File: config.mk
export PLATFORM = sky130hd
export DESIGN_NAME = ws2812b_rx
export DESIGN_NICKNAME = d
export VERILOG_FILES = /design/src/rtl/ws2812b_pkg.sv /design/src/rtl/ws2812b_rx_sync.sv /design/src/rtl/ws2812b_rx.sv
export SDC_FILE = /design/constraint.sdc
export NUM_CORES = 1
export LEC_CHECK = 0
export ABC_AREA = 1
export CAP_MARGIN = 25
export CELL_PAD_IN_SITES_DETAIL_PLACEMENT = 1
export CELL_PAD_IN_SITES_GLOBAL_PLACEMENT = 1
export CORE_ASPECT_RATIO = 1.1
export CORE_MARGIN = 3
export CORE_UTILIZATION = 35
export CTS_CLUSTER_SIZE = 28
export DETAILED_ROUTE_END_ITERATION = 10
export HOLD_SLACK_MARGIN = 0.1
export PLACE_DENSITY_LB_ADDON = 0.1
export SYNTH_ARGS = -nofsm -noshare
export SYNTH_HDL_FRONTEND = slang
export SYNTH_SLANG_ARGS = --single-unit
export TNS_END_PERCENT = 1
File: constraint.sdc
create_clock -name clk -period 1.75 [get_ports clk]
set_input_delay 0.4375 -clock clk [delete_from_list [all_inputs] [get_ports clk]]
set_output_delay 0.4375 -clock clk [all_outputs]
set_load 0.01 [all_outputs]
File: src/rtl/ws2812b_pkg.sv
// Shared WS2812B line constants and receiver state encodings.
// The transmitter side uses the same timing values.
package ws2812b_pkg;

  localparam int T0H          = 40;
  localparam int T1H          = 80;
  localparam int T_BIT        = 125;
  localparam int T_RESET      = 5000;
  localparam int T_BIT_THRESH = 60;
  localparam int T_HIGH_MIN   = 20;
  localparam int T_HIGH_MAX   = 100;
  localparam int WORD_W       = 24;

  localparam logic [1:0] ST_SYNC = 2'd0;
  localparam logic [1:0] ST_IDLE = 2'd1;
  localparam logic [1:0] ST_HIGH = 2'd2;
  localparam logic [1:0] ST_LOW  = 2'd3;

  typedef enum logic [1:0] {
    SYNC = ST_SYNC,
    IDLE = ST_IDLE,
    HIGH = ST_HIGH,
    LOW  = ST_LOW
  } rxState_t;

endpackage

File: src/rtl/ws2812b_rx_sync.sv
// Synchronizes the raw data line and emits registered rise/fall strobes.
// WS2812B_RX_GLITCH_FILTER_EN adds a 3-cycle stability filter before edge detection.
module ws2812b_rx_sync (
  input  logic clk,
  input  logic reset,
  input  logic din,
  output logic level,
  output logic rise,
  output logic fall
);

  logic syncMeta;
  logic syncOut;
  logic accept;

`ifdef WS2812B_RX_GLITCH_FILTER_EN
  logic [1:0] stableCnt;

  // A new level is taken on its third consecutive cycle; 1-2 cycle blips never reach `level`.
  assign accept = (syncOut != level) && (stableCnt == 2'd2);

  always_ff @(posedge clk or negedge reset) begin
    if (!reset) begin
      stableCnt <= 2'd0;
    end else if ((syncOut == level) || accept) begin
      stableCnt <= 2'd0;
    end else begin
      stableCnt <= stableCnt + 2'd1;
    end
  end
`else
  assign accept = (syncOut != level);
`endif

  always_ff @(posedge clk or negedge reset) begin
    if (!reset) begin
      syncMeta <= 1'b0;
      syncOut  <= 1'b0;
      level    <= 1'b0;
      rise     <= 1'b0;
      fall     <= 1'b0;
    end else begin
      syncMeta <= din;
      syncOut  <= syncMeta;
      if (accept) begin
        level <= syncOut;
      end
      rise <= accept & syncOut;
      fall <= accept & ~syncOut;
    end
  end

endmodule

File: src/rtl/ws2812b_rx.sv
// WS2812B line receiver: pulse-width bit decode, 24-bit GRB word assembly, frame reset detect.
// Build with WS2812B_RX_GLITCH_FILTER_EN to filter short line glitches (adds 2 cycles latency).
//
// state | meaning
// SYNC  | waiting for a full reset-low interval before trusting the line
// IDLE  | frame boundary seen, waiting for the first rising edge
// HIGH  | measuring a high pulse
// LOW   | measuring the low gap after a bit
module ws2812b_rx #(
  parameter int T_BIT_THRESH = ws2812b_pkg::T_BIT_THRESH,
  parameter int T_HIGH_MIN   = ws2812b_pkg::T_HIGH_MIN,
  parameter int T_HIGH_MAX   = ws2812b_pkg::T_HIGH_MAX,
  parameter int T_RESET      = ws2812b_pkg::T_RESET,
  parameter int IDX_W        = 8
) (
  input  logic                              clk,
  input  logic                              reset,
  input  logic                              din,
  output logic [ws2812b_pkg::WORD_W-1:0]    pixel_data,
  output logic                              pixel_valid,
  output logic [IDX_W-1:0]                  pixel_index,
  output logic                              frame_done,
  output logic                              proto_err
);

  import ws2812b_pkg::*;

  localparam logic [6:0]  HCNT_SAT  = 7'd127;
  localparam logic [12:0] LCNT_LAST = 13'(T_RESET - 1);

  rxState_t            state, stateNext;
  logic [6:0]          hcnt, hcntNext;
  logic [12:0]         lcnt, lcntNext;
  logic [4:0]          bitCnt, bitCntNext;
  logic [WORD_W-1:0]   shiftReg, shiftNext, shifted;
  logic [IDX_W-1:0]    wordIdx, wordIdxNext, idxNext;
  logic [WORD_W-1:0]   dataNext;
  logic                validNext, frameNext, errNext;
  logic                lineLevel, lineRise, lineFall;
  logic                bitIn, pulseBad, lastBit, lowDone;

  ws2812b_rx_sync uSync (
    .clk   (clk),
    .reset (reset),
    .din   (din),
    .level (lineLevel),
    .rise  (lineRise),
    .fall  (lineFall)
  );

  assign bitIn    = (hcnt >= 7'(T_BIT_THRESH));
  assign pulseBad = (hcnt < 7'(T_HIGH_MIN)) || (hcnt > 7'(T_HIGH_MAX));
  assign shifted  = {shiftReg[WORD_W-2:0], bitIn};
  assign lastBit  = (bitCnt == 5'(WORD_W - 1));
  assign lowDone  = (lcnt >= LCNT_LAST);

  always_comb begin
    stateNext   = state;
    hcntNext    = hcnt;
    lcntNext    = lcnt;
    bitCntNext  = bitCnt;
    shiftNext   = shiftReg;
    wordIdxNext = wordIdx;
    dataNext    = pixel_data;
    idxNext     = pixel_index;
    validNext   = 1'b0;
    frameNext   = 1'b0;
    errNext     = 1'b0;

    case (state)
      SYNC: begin
        if (lineLevel) begin
          lcntNext = 13'd0;
        end else if (lowDone) begin
          lcntNext  = 13'(T_RESET);
          stateNext = IDLE;
        end else begin
          lcntNext = lcnt + 13'd1;
        end
      end

      IDLE: begin
        if (lineRise) begin
          hcntNext  = 7'd1;
          stateNext = HIGH;
        end
      end

      HIGH: begin
        if (lineFall) begin
          if (pulseBad) begin
            errNext     = 1'b1;
            shiftNext   = '0;
            bitCntNext  = 5'd0;
            wordIdxNext = '0;
            idxNext     = '0;
            lcntNext    = 13'd0;
            stateNext   = SYNC;
          end else begin
            lcntNext  = 13'd1;
            stateNext = LOW;
            if (lastBit) begin
              dataNext    = shifted;
              validNext   = 1'b1;
              idxNext     = wordIdx;
              wordIdxNext = wordIdx + IDX_W'(1);
              shiftNext   = '0;
              bitCntNext  = 5'd0;
            end else begin
              shiftNext  = shifted;
              bitCntNext = bitCnt + 5'd1;
            end
          end
        end else if (hcnt != HCNT_SAT) begin
          hcntNext = hcnt + 7'd1;
        end
      end

      LOW: begin
        // A rise on the last counted low cycle still continues the frame.
        if (lineRise) begin
          hcntNext  = 7'd1;
          stateNext = HIGH;
        end else if (lowDone) begin
          frameNext   = 1'b1;
          errNext     = (bitCnt != 5'd0);
          shiftNext   = '0;
          bitCntNext  = 5'd0;
          wordIdxNext = '0;
          idxNext     = '0;
          lcntNext    = 13'(T_RESET);
          stateNext   = IDLE;
        end else begin
          lcntNext = lcnt + 13'd1;
        end
      end

      default: stateNext = SYNC;
    endcase
  end

  always_ff @(posedge clk or negedge reset) begin
    if (!reset) begin
      state       <= SYNC;
      hcnt        <= 7'd0;
      lcnt        <= 13'd0;
      bitCnt      <= 5'd0;
      shiftReg    <= '0;
      wordIdx     <= '0;
      pixel_data  <= '0;
      pixel_index <= '0;
      pixel_valid <= 1'b0;
      frame_done  <= 1'b0;
      proto_err   <= 1'b0;
    end else begin
      state       <= stateNext;
      hcnt        <= hcntNext;
      lcnt        <= lcntNext;
      bitCnt      <= bitCntNext;
      shiftReg    <= shiftNext;
      wordIdx     <= wordIdxNext;
      pixel_data  <= dataNext;
      pixel_index <= idxNext;
      pixel_valid <= validNext;
      frame_done  <= frameNext;
      proto_err   <= errNext;
    end
  end

endmodule
==> out/qor.txt <==
Pre-Repair DR Iteration Count: 4
vias: 4025
total gr overflow: 0
Mapped Cells: 568
CP arrival: 1.26 ns
Core ar.: 0.0133 sq mm
worst slew pin tran: 0.568 ns
CP Launch Type: flip-flop
worst reg2reg path startpoint: lcnt[0]$_DFFE_PN0P_
IO Pins: 38
endpoint class of the critical path: output pin
Inserted Diodes: 0
Hold Crit Depth: 0
unrepaired setup endpoints after global routing: yes
Die ar.: 0.0151 sq mm
PortBufs: 37
placed wire-length estimate: 8100 microns
routing usage on met3: 0.0308
CP peak stage delay: 0.55 ns
Slew headroom: 0.617
Syn Nets: 579
busiest layer in global routing: met2
post-synthesis sequential area ratio: 0.512
worst skew pair latency: 0.35 ns
initial antenna violation count: 0
1st-iter DRT viols: 214
Max Transition Viols Final: 0
Initial Utilization: 0.361
final hold vios: 0
Critical-path top delay cell: clkdlybuf4s50_1
site row count: 44
DRC errors left: 0
met2 Track Usage GR: 0.283
routed len/inst: 15.5 microns
number of global-route vias before repair: 4256
crit path from: pixel_data[0]$_DFFE_PN0P_
Clock Pin Slew Worst Setup and Hold Paths: 0.07 ns
Final Util: 0.451
syn avg cell area: 8.43 sq um
R2R cell count: 8
f_max: 588 MHz
Buf/Inv on CP: 1
most common cell after layout, fill and taps aside: nand2_1
setup TNS: 0 ns
CTS Root Buffer Type: clkbuf_16
crit-path cells: clkdlybuf4s50_1
HP Class: reg -> reg
Vert. Die Dim: 129 microns
CTS Buffer Depth: 2
vias per inst: 4.91
Routed WL: 12700 microns
TritonCTS buffer count: 9
M1 GR Usage: 0.227
Critical Path End: pixel_data[0]
Synth cell types: 37
Worst Path Required: 1.31 ns
crit-path max FO: 2
#FFs+latches synth: 98
Hold WS: 0.365 ns
crit share post-route: 0.973
status: complete, no violations
total stage count of the critical path: 1
Final Wtd Congestion: 0.784
RR Endpoint: shiftReg[22]$_DFFE_PN0P_
nets@finish: 641
flop-to-flop setup slack: 0.09 ns
CTS Sinks: 98
pwr dens: 1040 mW/mm^2
critical path type: reg -> out
global-route wire length before repair: 21000 microns
Final ANT Viol Nets: 0
Final Skew: 0.00892 ns
TritonCTS clock tree: yes
Die Span X: 118 microns
Syn Std Cell Area: 0.00479 sq mm
share of cells above drive strength 1: 0.162
Pleak: 3.04 nW
CP delay by family, top: buffers and inverters
# H-tree levels: 3
Synth Warn #: 0
Total GRT Usage: 0.169
Final setup viols: 0
Area Growth Syn to Fin: 25.1%
most frequent cells in the layout: nand2_1, dfrtp_1, inv_1
fin crit period: 1.70 ns
largest net degree at the start of global routing: 39
worst vdd ir: 0.431 mV
max cap viols: 0
-- registers in the layout, indices dropped and copies added (netlist names) --
name            flops
pixel_data         24
shiftReg           23
lcnt               13
pixel_index         8
wordIdx             8
hcnt                7
bitCnt              5
state               2
frame_done          1
pixel_valid         1
proto_err           1
uSync.fall          1
uSync.level         1
uSync.rise          1
uSync.syncMeta      1
uSync.syncOut       1
-- per-layer routing --
layer  vias up  wire length [microns]
li1       1955                      -
met1      1995                   6230
met2        56                   5990
met3        19                    294
met4         0                    201
met5         -                      0
-- cell families after synthesis --
family	share of synthesized area
and+or+nand+nor	0.322
xor gates and xnor gates	0.00732
DFF	0.512
buffers and inverters	0.0729
AOI/OAI and AO/OA	0.0653
adders and majority gates	0.0209
-- what timing repair did --
item	in CTS	in global routing
endpoints found under the setup margin	4	73
pin swaps	0	6
gates resized for setup	2	27
hold buffers	1	0
endpoints found under the hold margin	28	0
buffers inserted	0	6
gates cloned	0	4
-- worst min path at each step --
stage	end	slack, ns	start
3_5_place_dp	uSync.syncOut$_DFF_PN0_	0.35	uSync.syncMeta$_DFF_PN0_
2_1_floorplan	bitCnt[0]$_DFFE_PN0P_	0.14	reset
4_1_cts	uSync.syncOut$_DFF_PN0_	0.37	uSync.syncMeta$_DFF_PN0_
5_1_grt	uSync.syncOut$_DFF_PN0_	0.37	uSync.syncMeta$_DFF_PN0_
6_report	uSync.syncOut$_DFF_PN0_	0.36	uSync.syncMeta$_DFF_PN0_
3_3_place_gp	uSync.syncOut$_DFF_PN0_	0.35	uSync.syncMeta$_DFF_PN0_
-- per-stage QoR --
step                      instance area (sq um)  setup WS [ns]  power [W]  std cells
after detailed placement                   5440        -0.0230    0.00397        792
final                                      5990         0.0480    0.00625        819
after global routing                       5990        -0.0414    0.00663        819
after global placement                     5440         0.0248    0.00390        792
after CTS                                  5790        -0.0108    0.00620        809
after floorplan                            4790          0.262    0.00351        568
-- final cells by class --
type	count	area, sq um
clock buffer	10	229
clock inverter	6	96.3
fill	1583	7280
inverter	50	193
multi-input combinational	403	2080
sequential	98	2450
tap	184	230
timing repair buffer	68	708
-- report_power, final --
group	total, W	internal [W]	switching [W]
registers	0.00256	0.00240	0.000159
logic	0.00149	0.000522	0.000968
clock network	0.00220	0.00128	0.000925
-- cells in the mapped netlist (all sizes together) --
| master | count | area share |
|---|---|---|
| a31o | 1 | 0.0018 |
| xor2 | 3 | 0.0055 |
| nand4 | 37 | 0.051 |
| o211ai | 1 | 0.0016 |
| ha | 8 | 0.021 |
| nand2 | 220 | 0.18 |
| nor2 | 33 | 0.031 |
| a21oi | 8 | 0.0084 |
| o21ai | 41 | 0.049 |
| nand3 | 32 | 0.041 |
| or2 | 4 | 0.0052 |
| o22ai | 1 | 0.0013 |
| dfrtp | 98 | 0.51 |
| xnor2 | 1 | 0.0018 |
| buf | 19 | 0.032 |
| inv | 49 | 0.039 |
| nand3b | 1 | 0.0016 |
| o21bai | 1 | 0.0016 |
| clkinv | 1 | 0.00078 |
| clkbuf | 1 | 0.00078 |
| a21o | 1 | 0.0016 |
| nor3 | 7 | 0.0073 |
(Power assumes the default switching activity.)
